### src/rtl/avr_uart.sv
// avr_uart: memory-mapped 8N1 UART on the AVR data bus, DATA at BASE, STATUS at BASE+1.
// Define UART_RX_FIFO_EN for a DEPTH-entry RX FIFO; otherwise one holding byte is used.
module avr_uart #(
  parameter logic [15:0] BASE    = 16'h0020,
  parameter int          DIVISOR = 217,
  parameter int          DEPTH   = 16
) (
  input  logic        clock,
  input  logic        reset,
  input  logic [15:0] address,
  input  logic [7:0]  d,
  input  logic        we,
  input  logic        read,
  output logic        hit,
  output logic [7:0]  q,
  input  logic        rx,
  output logic        tx,
  output logic        intr
);

  localparam logic [15:0] DIV_M1  = 16'(DIVISOR - 1);
  localparam logic [15:0] HALF_M1 = 16'(DIVISOR / 2 - 1);

  if (DIVISOR < 4 || DIVISOR > 65535 ||
      DEPTH < 2 || (DEPTH & (DEPTH - 1)) != 0) begin : g_bad_param
    $error("avr_uart: illegal DIVISOR or DEPTH");
  end

  typedef enum logic [1:0] {
    S_IDLE,
    S_START,
    S_DATA,
    S_STOP
  } state_e;

  logic sel_data;
  logic sel_stat;
  logic stat_wr;

  assign sel_data = address == BASE;
  assign sel_stat = address == BASE + 16'd1;
  assign stat_wr  = we && sel_stat;

  // ---------------- transmitter ----------------
  state_e      tx_st_q, tx_st_d;
  logic [15:0] tx_cnt_q, tx_cnt_d;
  logic [2:0]  tx_bit_q, tx_bit_d;
  logic [7:0]  tx_sh_q, tx_sh_d;
  logic        tx_q, tx_d;
  logic        tx_busy;
  logic        tx_start;
  logic        tx_tick;

  assign tx_busy  = tx_st_q != S_IDLE;
  assign tx_start = we && sel_data && !tx_busy;
  assign tx_tick  = tx_cnt_q == DIV_M1;
  assign tx       = tx_q;

  always_ff @(posedge clock) begin
    if (reset) begin
      tx_st_q <= S_IDLE;
    end else begin
      tx_st_q <= tx_st_d;
    end
  end

  always_comb begin
    tx_st_d = tx_st_q;
    unique case (tx_st_q)
      S_IDLE:  if (tx_start) tx_st_d = S_START;
      S_START: if (tx_tick) tx_st_d = S_DATA;
      S_DATA:  if (tx_tick && tx_bit_q == 3'd7) tx_st_d = S_STOP;
      S_STOP:  if (tx_tick) tx_st_d = S_IDLE;
      default: tx_st_d = S_IDLE;
    endcase
  end

  // tx is registered: each state sets the level for the next bit at its tick
  always_comb begin
    tx_cnt_d = tx_tick ? 16'd0 : tx_cnt_q + 16'd1;
    tx_bit_d = tx_bit_q;
    tx_sh_d  = tx_sh_q;
    tx_d     = tx_q;
    unique case (tx_st_q)
      S_IDLE: begin
        tx_cnt_d = 16'd0;
        tx_bit_d = 3'd0;
        tx_d     = 1'b1;
        if (tx_start) begin
          tx_sh_d = d;
          tx_d    = 1'b0;
        end
      end
      S_START: begin
        if (tx_tick) tx_d = tx_sh_q[0];
      end
      S_DATA: begin
        if (tx_tick) begin
          tx_sh_d  = {1'b1, tx_sh_q[7:1]};
          tx_bit_d = tx_bit_q + 3'd1;
          tx_d     = (tx_bit_q == 3'd7) ? 1'b1 : tx_sh_q[1];
        end
      end
      S_STOP: begin
        tx_d = 1'b1;
      end
      default: tx_d = 1'b1;
    endcase
  end

  always_ff @(posedge clock) begin
    if (reset) begin
      tx_cnt_q <= 16'd0;
      tx_bit_q <= 3'd0;
      tx_sh_q  <= 8'h00;
      tx_q     <= 1'b1;
    end else begin
      tx_cnt_q <= tx_cnt_d;
      tx_bit_q <= tx_bit_d;
      tx_sh_q  <= tx_sh_d;
      tx_q     <= tx_d;
    end
  end

  // ---------------- receiver ----------------
  logic        rx_s1_q, rx_s2_q, rx_prev_q;
  state_e      rx_st_q, rx_st_d;
  logic [15:0] rx_cnt_q, rx_cnt_d;
  logic [2:0]  rx_bit_q, rx_bit_d;
  logic [7:0]  rx_sh_q, rx_sh_d;
  logic        rx_tick;
  logic        rx_half;
  logic        rx_fall;
  logic        push;
  logic        ferr_set;

  assign rx_tick = rx_cnt_q == DIV_M1;
  assign rx_half = rx_cnt_q == HALF_M1;
  assign rx_fall = rx_prev_q && !rx_s2_q;

  always_ff @(posedge clock) begin
    if (reset) begin
      rx_st_q <= S_IDLE;
    end else begin
      rx_st_q <= rx_st_d;
    end
  end

  always_comb begin
    rx_st_d = rx_st_q;
    unique case (rx_st_q)
      S_IDLE:  if (rx_fall) rx_st_d = S_START;
      S_START: if (rx_half) rx_st_d = rx_s2_q ? S_IDLE : S_DATA;
      S_DATA:  if (rx_tick && rx_bit_q == 3'd7) rx_st_d = S_STOP;
      S_STOP:  if (rx_tick) rx_st_d = S_IDLE;
      default: rx_st_d = S_IDLE;
    endcase
  end

  always_comb begin
    rx_cnt_d = rx_cnt_q + 16'd1;
    rx_bit_d = rx_bit_q;
    rx_sh_d  = rx_sh_q;
    push     = 1'b0;
    ferr_set = 1'b0;
    unique case (rx_st_q)
      S_IDLE: begin
        rx_cnt_d = 16'd0;
        rx_bit_d = 3'd0;
      end
      S_START: begin
        if (rx_half) rx_cnt_d = 16'd0;
      end
      S_DATA: begin
        if (rx_tick) begin
          rx_cnt_d = 16'd0;
          rx_sh_d  = {rx_s2_q, rx_sh_q[7:1]};
          rx_bit_d = rx_bit_q + 3'd1;
        end
      end
      S_STOP: begin
        if (rx_tick) begin
          rx_cnt_d = 16'd0;
          push     = 1'b1;
          ferr_set = !rx_s2_q;
        end
      end
      default: rx_cnt_d = 16'd0;
    endcase
  end

  always_ff @(posedge clock) begin
    if (reset) begin
      rx_s1_q   <= 1'b1;
      rx_s2_q   <= 1'b1;
      rx_prev_q <= 1'b1;
      rx_cnt_q  <= 16'd0;
      rx_bit_q  <= 3'd0;
      rx_sh_q   <= 8'h00;
    end else begin
      rx_s1_q   <= rx;
      rx_s2_q   <= rx_s1_q;
      rx_prev_q <= rx_s2_q;
      rx_cnt_q  <= rx_cnt_d;
      rx_bit_q  <= rx_bit_d;
      rx_sh_q   <= rx_sh_d;
    end
  end

  // ---------------- receive buffer ----------------
  logic       pop;
  logic       full;
  logic       empty;
  logic       push_ok;
  logic       ovr_set;
  logic [7:0] head;

  assign pop     = read && sel_data && !empty;
  assign push_ok = push && (!full || pop);
  assign ovr_set = push && full && !pop;

`ifdef UART_RX_FIFO_EN
  localparam int AW = $clog2(DEPTH);
  localparam logic [AW:0] PTR_ONE = (AW + 1)'(1);

  logic [AW:0] wp_q, wp_d;
  logic [AW:0] rp_q, rp_d;
  logic [7:0]  mem_q [DEPTH];

  assign empty = wp_q == rp_q;
  assign full  = (wp_q[AW] != rp_q[AW]) &&
                 (wp_q[AW-1:0] == rp_q[AW-1:0]);
  assign head  = empty ? 8'h00 : mem_q[rp_q[AW-1:0]];

  always_comb begin
    wp_d = push_ok ? wp_q + PTR_ONE : wp_q;
    rp_d = pop ? rp_q + PTR_ONE : rp_q;
  end

  always_ff @(posedge clock) begin
    if (reset) begin
      wp_q <= '0;
      rp_q <= '0;
    end else begin
      wp_q <= wp_d;
      rp_q <= rp_d;
    end
  end

  always_ff @(posedge clock) begin
    if (push_ok) mem_q[wp_q[AW-1:0]] <= rx_sh_q;
  end
`else
  logic [7:0] hold_q, hold_d;
  logic       vld_q, vld_d;

  assign empty = !vld_q;
  assign full  = vld_q;
  assign head  = vld_q ? hold_q : 8'h00;

  always_comb begin
    hold_d = push_ok ? rx_sh_q : hold_q;
    vld_d  = push_ok ? 1'b1 : (pop ? 1'b0 : vld_q);
  end

  always_ff @(posedge clock) begin
    if (reset) begin
      hold_q <= 8'h00;
      vld_q  <= 1'b0;
    end else begin
      hold_q <= hold_d;
      vld_q  <= vld_d;
    end
  end
`endif

  // ---------------- status flags and bus ----------------
  logic ovr_q, ovr_d;
  logic ferr_q, ferr_d;

  // a new error on the clearing edge wins
  always_comb begin
    ovr_d  = (stat_wr ? 1'b0 : ovr_q) | ovr_set;
    ferr_d = (stat_wr ? 1'b0 : ferr_q) | ferr_set;
  end

  always_ff @(posedge clock) begin
    if (reset) begin
      ovr_q  <= 1'b0;
      ferr_q <= 1'b0;
    end else begin
      ovr_q  <= ovr_d;
      ferr_q <= ferr_d;
    end
  end

  logic [7:0] status;

  assign status = {4'b0000, ferr_q, ovr_q, tx_busy, !empty};
  assign hit    = sel_data || sel_stat;
  assign intr   = !empty;

  always_comb begin
    q = 8'h00;
    unique case (1'b1)
      sel_data: q = head;
      sel_stat: q = status;
      default:  q = 8'h00;
    endcase
  end

endmodule

### config.mk
export PLATFORM = sky130hd
export DESIGN_NAME = avr_uart
export DESIGN_NICKNAME = d
export VERILOG_FILES = /design/src/rtl/avr_uart.sv
export SDC_FILE = /design/constraint.sdc
export NUM_CORES = 1
export LEC_CHECK = 0
export CAP_MARGIN = 10
export CORE_ASPECT_RATIO = 1.25
export CORE_MARGIN = 2
export CORE_UTILIZATION = 60
export CTS_BUF_LIST = sky130_fd_sc_hd__clkbuf_8
export DETAILED_ROUTE_END_ITERATION = 7
export DONT_BUFFER_PORTS = 1
export MAX_ROUTING_LAYER = met4
export PLACE_DENSITY = 0.76
export SLEW_MARGIN = 20
export SYNTH_ARGS = -nofsm -noshare
export SYNTH_HDL_FRONTEND = slang
export SYNTH_SLANG_ARGS = --single-unit
### constraint.sdc
create_clock -name clock -period 3.1 [get_ports clock]
set_input_delay 0.465 -clock clock [delete_from_list [all_inputs] [get_ports clock]]
set_output_delay 0.465 -clock clock [all_outputs]
set_load 0.01 [all_outputs]
; Word-level counts from Yosys, hierarchy flattened
; Index checks and enable logic that the tools add are counted.
; W data, S select, Z words.
[totals]
register_bits = 73
output_inout_bits = 11
word_cells = 113
[classes]
addsub = 4
eq_ne = 23
muxes = 36
n_bitwise = 2
n_reduce_logical = 32
[ops]
columns = operator, count
row1 = $pmux W16 S3, 1
row2 = $add A16 B1 Y16 const B, 2
row3 = $eq A16 B6 Y1 const B, 2
row4 = $eq A16 B8 Y1 const B, 2
row5 = $mux W16, 2
row6 = $pmux W8 S2, 2
row7 = $mux W8, 3
row8 = $ne A2 B2 Y1 const B, 10
row9 = $mux W2, 9
row10 = $eq A16 B7 Y1 const B, 1
row11 = $pmux W2 S4, 2
row12 = $mux W1, 12
row13 = $pmux W3 S2, 2
row14 = $logic_and A1 B1 Y1, 11
row15 = $eq A2 B2 Y1 const B, 4
row16 = $reduce_and A2 Y1, 4
row17 = $reduce_and A4 Y1, 2
row18 = $reduce_bool A2 Y1, 4
row19 = $add A3 B1 Y3 const B, 2
row20 = $eq A3 B3 Y1 const B, 2
row21 = $mux W3, 2
row22 = $eq A2 B1 Y1 const B, 2
row23 = $logic_not A1 Y1, 4
row24 = $logic_not A2 Y1, 2
row25 = other kinds (6), 8

; Depth between registers and ports, before layout
; Gate-level depths: netlist of the first run.
[logic_depth]
ltp_word = 6
depth_mapped = 8
mapped_depth_nobuf = 7

; Least setup slack after synthesis of the first run
; OpenSTA, ideal clock, no wires.
[synth_path]
path_kind = input to output
startpoint = in address[4]
endpoint = out q[1]
arrival_time_ps = 1545
required_time_ps = 2635
path_slack_ps = 1090
stages = 5
n_path_buf = 1
path_cell_list = nor4b_1 > and3_1 > and3_1 > clkbuf_1 > a22o_1
[synth_between]
elab_chain_cells = 2
[synth_lines]
columns = item, line
row1 = start: declaration, 10  ; input logic [15:0] address,
row2 = "$eq A16 B6 Y1, on equally long branches", "41, 40"
row3 = $pmux W8 S2 *, 305  ; unique case (1'b1)
row4 = end: declaration, 15  ; output logic [7:0] q,
; Every way passes the cells marked *; elsewhere a longest branch is shown, timed or not.

; Worst setup path in the final report of the first run
[layout_path]
startpoint = in address[4]
endpoint = out q[6]
; The elaborated chain is that of the path after synthesis.

==> results of run 1 <==
==> Yosys cell counts (7+ instances only) <==
cell and n:
nand3_1 12, a311oi_1 8, nor2_1 49, xor2_1 19
ha_1 12, dfxtp_1 73, nand4_1 10, nand2_1 16
and2_1 7, clkbuf_1 7, mux2i_1 23, inv_1 15
xnor2_1 7, nor3_1 7, nand2b_1 17, a21oi_1 17
==> cell families after synthesis <==
group | Yosys count
buf+inv | 30
fa+ha+maj | 12
flops | 73
simple gates | 151
mux | 25
compound gates | 52
xor+xnor | 26
==> flip-flops by register name, summed over array words and instances, names as in the netlist, named ones only <==
| signal | cells |
|---|---|
| rx_s1_q | 1 |
| tx_st_q | 2 |
| rx_st_q | 1 |
| intr | 1 |
| tx_sh_q | 8 |
| rx_bit_q | 3 |
| rx_cnt_q | 16 |
| tx_cnt_q | 16 |
| rx_sh_q | 8 |
| rx_s2_q | 1 |
| rx_prev_q | 1 |
| tx | 1 |
| hold_q | 8 |
| ovr_q | 1 |
| ferr_q | 1 |
| tx_bit_q | 3 |
==> how the worst max path moves through the flow <==
stage	start	to	slack, ns	depth (start not counted)
after CTS	address[6]	q[5]	1.01	4
after detailed placement	address[6]	q[5]	1.02	4
final	address[4]	q[6]	1.03	4
after global routing	address[6]	q[2]	0.92	4
after floorplan	address[4]	q[1]	1.09	5
after global placement	address[6]	q[7]	1.02	4
==> critical path, stage by stage <==
cell and delay, ns:
nor4b_1 0.34, and3_1 0.28, and3_1 0.31, and2_1 0.22
==> stage by stage <==
stage | instances | total power [mW]
6_report | 436 | 2.04
5_1_grt | 436 | 2.14
4_1_cts | 436 | 2.07
3_5_place_dp | 420 | 1.24
3_3_place_gp | 420 | 1.23
2_1_floorplan | 369 | 1.21
==> metal layers <==
layer / part of all wire (%) / up-vias / wire length, um
li1: - / 1289 / -
met1: 45 / 1158 / 2680
met2: 48 / 53 / 2810
met3: 4.8 / 10 / 284
met4: 1.9 / 0 / 112
met5: 0 / - / 0
==> report_power, final <==
group | switching, mW | leakage [nW] | internal [mW] | total (mW)
sequential | 0.0305 | 0.589 | 0.983 | 1.01
combinational | 0.118 | 0.617 | 0.0822 | 0.200
clock | 0.351 | 0.116 | 0.477 | 0.828
total | 0.499 | 1.32 | 1.54 | 2.04
==> area by class of cell <==
| class | instances | area, um^2 | area share, % |
|---|---|---|---|
| sequential | 73 | 1460 | 39.5 |
| multi-input combinational | 266 | 1860 | 50.2 |
| tap | 64 | 80.1 | 2.16 |
| timing repair buffer | 2 | 15.0 | 0.406 |
| inverter | 15 | 56.3 | 1.52 |
| clock inverter | 6 | 91.3 | 2.47 |
| clock buffer | 10 | 138 | 3.72 |
==> metrics.csv, run 1 <==
metric,value,unit
status,"complete, no violations",
largest net degree at the start of global routing,44,
Worst Hold Launch,reset,
"commonest non-fill, non-tap cells in the layout","dfxtp_1, nor2_1, mux2i_1, xor2_1",
Mapped Nets,410,
Synth Instances,369,
DR iter-0 viols,104,
Clock Latency Late Sink,0.35,ns
YS warnings,0,
peak supply drop,0.000281,V
mux share of post-synthesis cell area,7.32,%
crit end category,primary output,
Vert. Die Dim,88.8,um
max-slew violations,0,
CP arrival,1.61,ns
Worst Reg-to-Reg Cells,5,
combinational family with the most area after synthesis,simple AND/OR/NAND/NOR gates,
P_leak,1.32,nW
grt ovf,0,
initial core utilization,63.0,%
final core occ,67.5,%
placed wire-length estimate,4030,um
CTS tree,yes,
H-tree depth,3,
Post-Synth Simple-Gate Area,25.4,%
Post-synth ARST share,0,%
Max transition margin,51.9,%
fin crit share,66.9,%
Worst-Margin Slew,0.721,ns
Compound-Gate Fraction of Synth Area,10.2,%
DR vias/cell,5.76,
Maximum Capacitance Violations,0,
die area,6380,um^2
synth top area cells,"dfxtp_1, mux2i_1, nor2_1",
vias post-DR,2510,
sequential share of the synthesized area,42.3,%
R2R Path Start,tx_st_q[0],
Max Fclk,0.483,GHz
Worst Path Max Fanout,7,
Reg2Reg Setup Slack,1.19,ns
"commonest non-fill, non-tap cell in the layout",dfxtp_1,
Fin Hold WS,0.187,ns
Setup TNS,0,ns
register bit count reported by yosys,73,
Post-Synth Adder-Cell Area,4.35,%
RSZ-0062 raised after global routing,false,
Final Instance Area,3700,um^2
hold path endpoint,tx_st_q[1],
Critical Path Start Type,input port,
root buf cell,clkbuf_8,
fill cell count,449,
Clock transition at path regs,0.08,ns
synthesized cell area,3450,um^2
Die Wd,71.9,um
Mean Syn Cell Area,9.36,um^2
Post-Synth XOR/XNOR Area,6.59,%
M1 GR Usage,23.1,%
Worst Hold Path Cells,1,
Place WS,1.02,ns
core area,5480,um^2
minimum clock period,2.07,ns
Area Overhead vs Synth,7.14,%
Clock Path Buffers,2,
final setup vio count,0,
Yosys cell types,50,
number of buffers inserted by hold repair at cts,0,
Num CTS Buffers,9,
clk_skew,0.00859,ns
final setup margin,1.03,ns
CTS-repair resized insts,0,
grt peak-use layer,met2,
Post-synth top flop,dfxtp_1,
Area after DPL,3470,um^2
initial antenna violation count,0,
port bufs,0,
Pwr per Cell Area,552,nW/um^2
layout cells sized above 1,9.41,%
kind of critical path,in2out,
DRC,0,
number of flops mapped to enable cells by yosys,0,
clk sinks,73,
post-synth top area share,42.3,%
dominant cell type by area after synthesis,dfxtp_1,
Worst Path Required,2.63,ns
final hold viol count,0,
Worst Hold Class,in2reg,
Final Net Count,408,
vias in the first global route,2331,
routed wire length,5880,um
routed length per instance,13.5,um
GR Util All Layers,20.6,%
M3 GR Usage,4.78,%
ant diodes,0,
Detail Route Antenna Nets,0,
Global Route met2 Usage,33.8,%
Rows,30,
first-pass GRT wire length,9880,um
post-CTS setup buffer count,0,
io pins,40,
Placer Congestion,0.796,
reg2reg end,tx_sh_q[1],
DRT Pass-1 Iters,4,
Note: power is estimated with default switching activity, not from simulation.
==> run 2: changes to the inputs <==
--- a/config.mk
+++ b/config.mk
@@ -8,12 +8,12 @@
 export CAP_MARGIN = 10
 export CORE_ASPECT_RATIO = 1.25
 export CORE_MARGIN = 2
-export CORE_UTILIZATION = 60
+export CORE_UTILIZATION = 59
 export CTS_BUF_LIST = sky130_fd_sc_hd__clkbuf_8
 export DETAILED_ROUTE_END_ITERATION = 7
 export DONT_BUFFER_PORTS = 1
 export MAX_ROUTING_LAYER = met4
-export PLACE_DENSITY = 0.76
+export PLACE_DENSITY = 0.78
 export SLEW_MARGIN = 20
 export SYNTH_ARGS = -nofsm -noshare
 export SYNTH_HDL_FRONTEND = slang
==> constraint.sdc (replaced) <==
create_clock -name clock -period 1.8 [get_ports clock]
set_input_delay 0.27 -clock clock [delete_from_list [all_inputs] [get_ports clock]]
set_output_delay 0.27 -clock clock [all_outputs]
set_load 0.01 [all_outputs]
==> run 2 against run 1 <==
  * Die area is 1.6% higher
  * Sequential power is 73% higher
  * First-iteration DRC count is 18% lower
  * Worst setup slack worse by 0.92 ns
  * Final cell count is 3.2% higher
  * Clock skew is 0.0021 ns higher
  * Global-route usage is 0.47 points lower
  * Critical path type is now reg2reg
  * Highest routed layer unchanged
==> metrics.csv, run 2 (same netlist as run 1, synthesis figures left out) <==
metric,value,unit
root buf cell,clkbuf_8,
clk_skew,0.0106,ns
Worst Reg-to-Reg Cells,8,
reg2reg end,tx,
Worst Path Max Fanout,4,
hold path endpoint,rx_prev_q,
grt ovf,0,
layout cells sized above 1,13.3,%
crit-path max cell delay,0.35,ns
Final Net Count,420,
WP buf/inv,2,
R2R Path Start,tx_cnt_q[0],
H-tree depth,3,
first-pass GRT wire length,9740,um
Worst Hold Launch,reset,
Clock Latency Late Sink,0.35,ns
CP arrival,1.93,ns
vias post-DR,2575,
io pins,40,
Crit path max-delay family,simple AND/OR/NAND/NOR gates,
multi-input combinational cell area,1890,um^2
Worst Path Required,2.04,ns
initial antenna violation count,0,
Top Registers,"rx_cnt_q (16), tx_cnt_q (16)",
GR Util All Layers,20.1,%
clock power share,37.1,%
placed wire-length estimate,4170,um
core area,5740,um^2
largest net degree at the start of global routing,27,
"commonest non-fill, non-tap cells in the layout","dfxtp_1, nor2_1, mux2i_1, xor2_1",
Worst Hold Class,in2reg,
clk sinks,73,
post-CTS setup buffer count,0,
ant diodes,0,
fin crit share,93.9,%
Area Overhead vs Synth,10.2,%
Num CTS Buffers,9,
fill cell count,461,
Worst Hold Path Cells,1,
Comb pwr share,11.0,%
Seq. cell area,1470,um^2
max-slew violations,0,
RSZ-0062 raised after global routing,true,
"Slowest-stage cell, CP",dfxtp_2,
CTS tree,yes,
crit end category,register,
DR vias/cell,5.72,
peak supply drop,0.000416,V
Pwr per Cell Area,887,nW/um^2
Worst-Margin Slew,0.681,ns
Reg2Reg Setup Slack,0.11,ns
Die Wd,72.4,um
Rows,31,
P_sw,891,uW
Sw Share,26.4,%
Critical Path Start Type,register,
initial core utilization,60.2,%
Placer Congestion,0.745,
final hold viol count,0,
Vert. Die Dim,89.6,um
Setup TNS,0,ns
status,"complete, no violations",
Fin Hold WS,0.0213,ns
kind of critical path,reg2reg,
Clock transition at path regs,0.07,ns
P_leak,1.39,nW
minimum clock period,1.69,ns
Max transition margin,54.4,%
port bufs,0,
"commonest non-fill, non-tap cell in the layout",dfxtp_1,
final setup vio count,0,
Max Fclk,0.592,GHz
DRC,0,
Reg power frac,51.9,%
vias in the first global route,2311,
crit path cell chain,inv_1 -> ha_1 -> nor3b_1 -> and4_2 -> buf_4 -> nor2_1 -> a21oi_1 -> a211o_1,
die area,6490,um^2
routed wire length,6070,um
Maximum Capacitance Violations,0,
Clock Path Buffers,2,
routed length per instance,13.5,um
Pint,2.49,mW
DR iter-0 viols,85,
Detail Route Antenna Nets,0,
DRT Pass-1 Iters,4,
[run 2: power by group through the flow]
stage / logic (mW) / clock network (mW) / registers (mW)
floorplan: 0.317 / 0 / 1.77
global placement: 0.337 / 0 / 1.78
detailed placement: 0.351 / 0 / 1.79
CTS: 0.364 / 1.29 / 1.75
global route: 0.418 / 1.35 / 1.76
finish: 0.372 / 1.25 / 1.75
[run 2: cell type report]
class                           instances  area share (%)
Inverter                               15            1.48
Multi-Input combinational cell        266            49.6
Timing Repair Buffer                   14            3.15
Sequential cell                        73            38.5
Clock inverter                          7            1.91
Clock buffer                            9            3.25
Tap cell                               66            2.17
[run 2: layer usage]
metal	part of all wire (%)	routed length (um)	vias to the layer above	GRT usage, %
met2	49	3000	54	33.4
met4	1.4	85	0	11.1
met3	4.4	269	9	5.75
met5	0	0	-	-
li1	-	-	1305	-
met1	45	2720	1207	21.6
[run 2: how the worst max path moves through the flow]
stage                       from            to  slack (ns)  depth (start not counted)
floorplan            tx_cnt_q[0]  tx_cnt_q[10]        0.11                          8
global placement     tx_cnt_q[0]  tx_cnt_q[12]        0.08                          6
detailed placement   tx_cnt_q[0]  tx_cnt_q[14]        0.02                          6
CTS                 tx_cnt_q[11]    tx_sh_q[2]        0.04                          5
global route        rx_cnt_q[10]     hold_q[7]      -0.005                          5
finish               tx_cnt_q[0]            tx        0.11                          8
[run 2: timing repair]
item                       CTS  global route
hold endpoints to repair    18             0
cloned                       0             0
setup endpoints to repair    2            29
pin swaps                    0             0
gates resized for setup      1             8
hold buffers                 1             0
[run 2: metrics by stage]
| stage | instances | util [%] | setup WS (ns) | power (mW) | instance area, um^2 |
|---|---|---|---|---|---|
| after detailed placement | 433 | 62.2 | 0.0194 | 2.14 | 3570 |
| after floorplan | 369 | - | 0.109 | 2.09 | 3450 |
| after CTS | 450 | 65.9 | 0.0411 | 3.40 | 3780 |
| final | 450 | 66.3 | 0.110 | 3.38 | 3810 |
| after global routing | 450 | 66.3 | -0.00478 | 3.53 | 3810 |
| after global placement | 433 | 62.2 | 0.0835 | 2.12 | 3570 |
==> run 3: changes to the inputs <==
--- a/config.mk
+++ b/config.mk
@@ -14,6 +14,7 @@
 export DONT_BUFFER_PORTS = 1
 export MAX_ROUTING_LAYER = met4
 export PLACE_DENSITY = 0.78
+export RECOVER_POWER = 100
 export SLEW_MARGIN = 20
 export SYNTH_ARGS = -nofsm -noshare
 export SYNTH_HDL_FRONTEND = slang
==> run 3 against run 2 <==
  * Critical path depth stayed put
  * Sequential power hardly changed
  * Wire length hardly changed
  * Register-to-register slack hardly changed
  * Fmax stayed put
  * Die area stayed put
  * Count of clock-buffer cells in the layout stayed put
  * Critical path type unchanged
  * Critical endpoint unchanged
==> metrics.csv, run 3 (same netlist as run 1, synthesis figures left out) <==
metric,value,unit
status,"complete, no violations",
P_sw,891,uW
Fin Hold WS,0.0213,ns
Detail Route Antenna Nets,0,
final hold viol count,0,
Worst Path Required,2.04,ns
CP arrival,1.93,ns
Maximum Capacitance Violations,0,
fin crit share,93.9,%
Num CTS Buffers,9,
Top Registers,"rx_cnt_q (16), tx_cnt_q (16)",
Placer Congestion,0.745,
vias post-DR,2574,
Clock Latency Late Sink,0.35,ns
Area Overhead vs Synth,10.2,%
crit-path max cell delay,0.35,ns
CTS tree,yes,
Clock Path Buffers,2,
Worst Hold Path Cells,1,
Worst Hold Class,in2reg,
P_leak,1.39,nW
Clock transition at path regs,0.07,ns
DR vias/cell,5.72,
clock power share,37.1,%
final setup margin,0.110,ns
fill cell count,461,
Pint,2.49,mW
peak supply drop,0.000416,V
final setup vio count,0,
Rows,31,
"commonest non-fill, non-tap cell in the layout",dfxtp_1,
io pins,40,
routed wire length,6070,um
Vert. Die Dim,89.6,um
routed length per instance,13.5,um
"commonest non-fill, non-tap cells in the layout","dfxtp_1, nor2_1, mux2i_1, xor2_1",
kind of critical path,reg2reg,
multi-input combinational cell area,1890,um^2
root buf cell,clkbuf_8,
port bufs,0,
crit path cell chain,inv_1 -> ha_1 -> nor3b_1 -> and4_2 -> buf_4 -> nor2_1 -> a21oi_1 -> a211o_1,
Pwr per Cell Area,887,nW/um^2
initial core utilization,60.2,%
"Slowest-stage cell, CP",dfxtp_2,
DR iter-0 viols,83,
largest net degree at the start of global routing,27,
die area,6490,um^2
max-slew violations,0,
Worst Path Max Fanout,4,
Die Wd,72.4,um
Place WS,0.0194,ns
Tot Pwr,3.38,mW
vias in the first global route,2311,
layout cells sized above 1,13.3,%
Max Fclk,0.592,GHz
RSZ-0062 raised after global routing,true,
Worst-Margin Slew,0.681,ns
Sw Share,26.4,%
Comb pwr share,11.0,%
Worst Reg-to-Reg Cells,8,
grt ovf,0,
first-pass GRT wire length,9740,um
Max transition margin,54.4,%
initial antenna violation count,0,
Final Net Count,420,
crit end category,register,
Seq. cell area,1470,um^2
clk sinks,73,
minimum clock period,1.69,ns
core area,5740,um^2
DRC,0,
DRT Pass-1 Iters,4,
H-tree depth,3,
placed wire-length estimate,4170,um
ant diodes,0,
Reg power frac,51.9,%
GR Util All Layers,20.1,%
clk_skew,0.0106,ns
Critical Path Start Type,register,
## run 3: changes by cell type in the layout (fill, tap and decap cells not counted)
| cell | before | now |
|---|---|---|
| and2_0 | 0 | 1 |
| and2_1 | 7 | 6 |
## run 3: worst paths after layout
| check | startpoint | slack [ns] | end |
|---|---|---|---|
| hold / removal | reset | 0.02 | rx_prev_q |
| hold reg to reg | rx_s1_q | 0.42 | rx_s2_q |
| setup reg to reg | tx_cnt_q[0] | 0.11 | tx |
| setup / recovery | tx_cnt_q[0] | 0.11 | tx |
## run 3: layer usage
| metal | global-route usage, % | wire, um | vias up |
|---|---|---|---|
| met4 | 11.1 | 85 | 0 |
| li1 | - | - | 1305 |
| met2 | 33.4 | 3000 | 54 |
| met3 | 5.75 | 269 | 9 |
| met5 | - | 0 | - |
| met1 | 21.6 | 2720 | 1206 |
## run 3: timing repair
item	4_1_cts	5_1_grt
hold endpoints to repair	18	0
buffers inserted	0	0
hold buffers	1	0
gates resized for setup	1	8
setup endpoints to repair	2	29
## run 3: worst max-delay path: cells and delay by family (launching register included)
kind	cells	cell delay, ns
buffers and inverters	2	0.20
adder cells (fa/ha/maj)	1	0.17
AO/OA/AOI/OAI	2	0.33
AND/OR/NAND/NOR	3	0.54
flip-flops	1	0.35
## run 3: through the flow
step | TNS, ns | area, um^2 | utilization (%) | std cells
floorplan | 0 | 3450 | - | 369
global placement | 0 | 3570 | 62.2 | 433
detailed placement | 0 | 3570 | 62.2 | 433
CTS | 0 | 3780 | 65.9 | 450
global route | -0.00478 | 3810 | 66.3 | 450
finish | 0 | 3810 | 66.3 | 450
## run 3: area by class of cell
| type | count | share of cell area (%) |
|---|---|---|
| Multi-Input combinational cell | 266 | 49.6 |
| Sequential cell | 73 | 38.5 |
| Clock buffer | 9 | 3.25 |
| Timing Repair Buffer | 14 | 3.15 |
| Tap cell | 66 | 2.17 |
| Clock inverter | 7 | 1.91 |
| Inverter | 15 | 1.48 |
## run 3: power by group through the flow
stage | clock, mW | combinational, mW | sequential, mW
floorplan | 0 | 0.317 | 1.77
global placement | 0 | 0.337 | 1.78
detailed placement | 0 | 0.351 | 1.79
CTS | 1.29 | 0.364 | 1.75
global route | 1.35 | 0.418 | 1.76
finish | 1.25 | 0.372 | 1.75
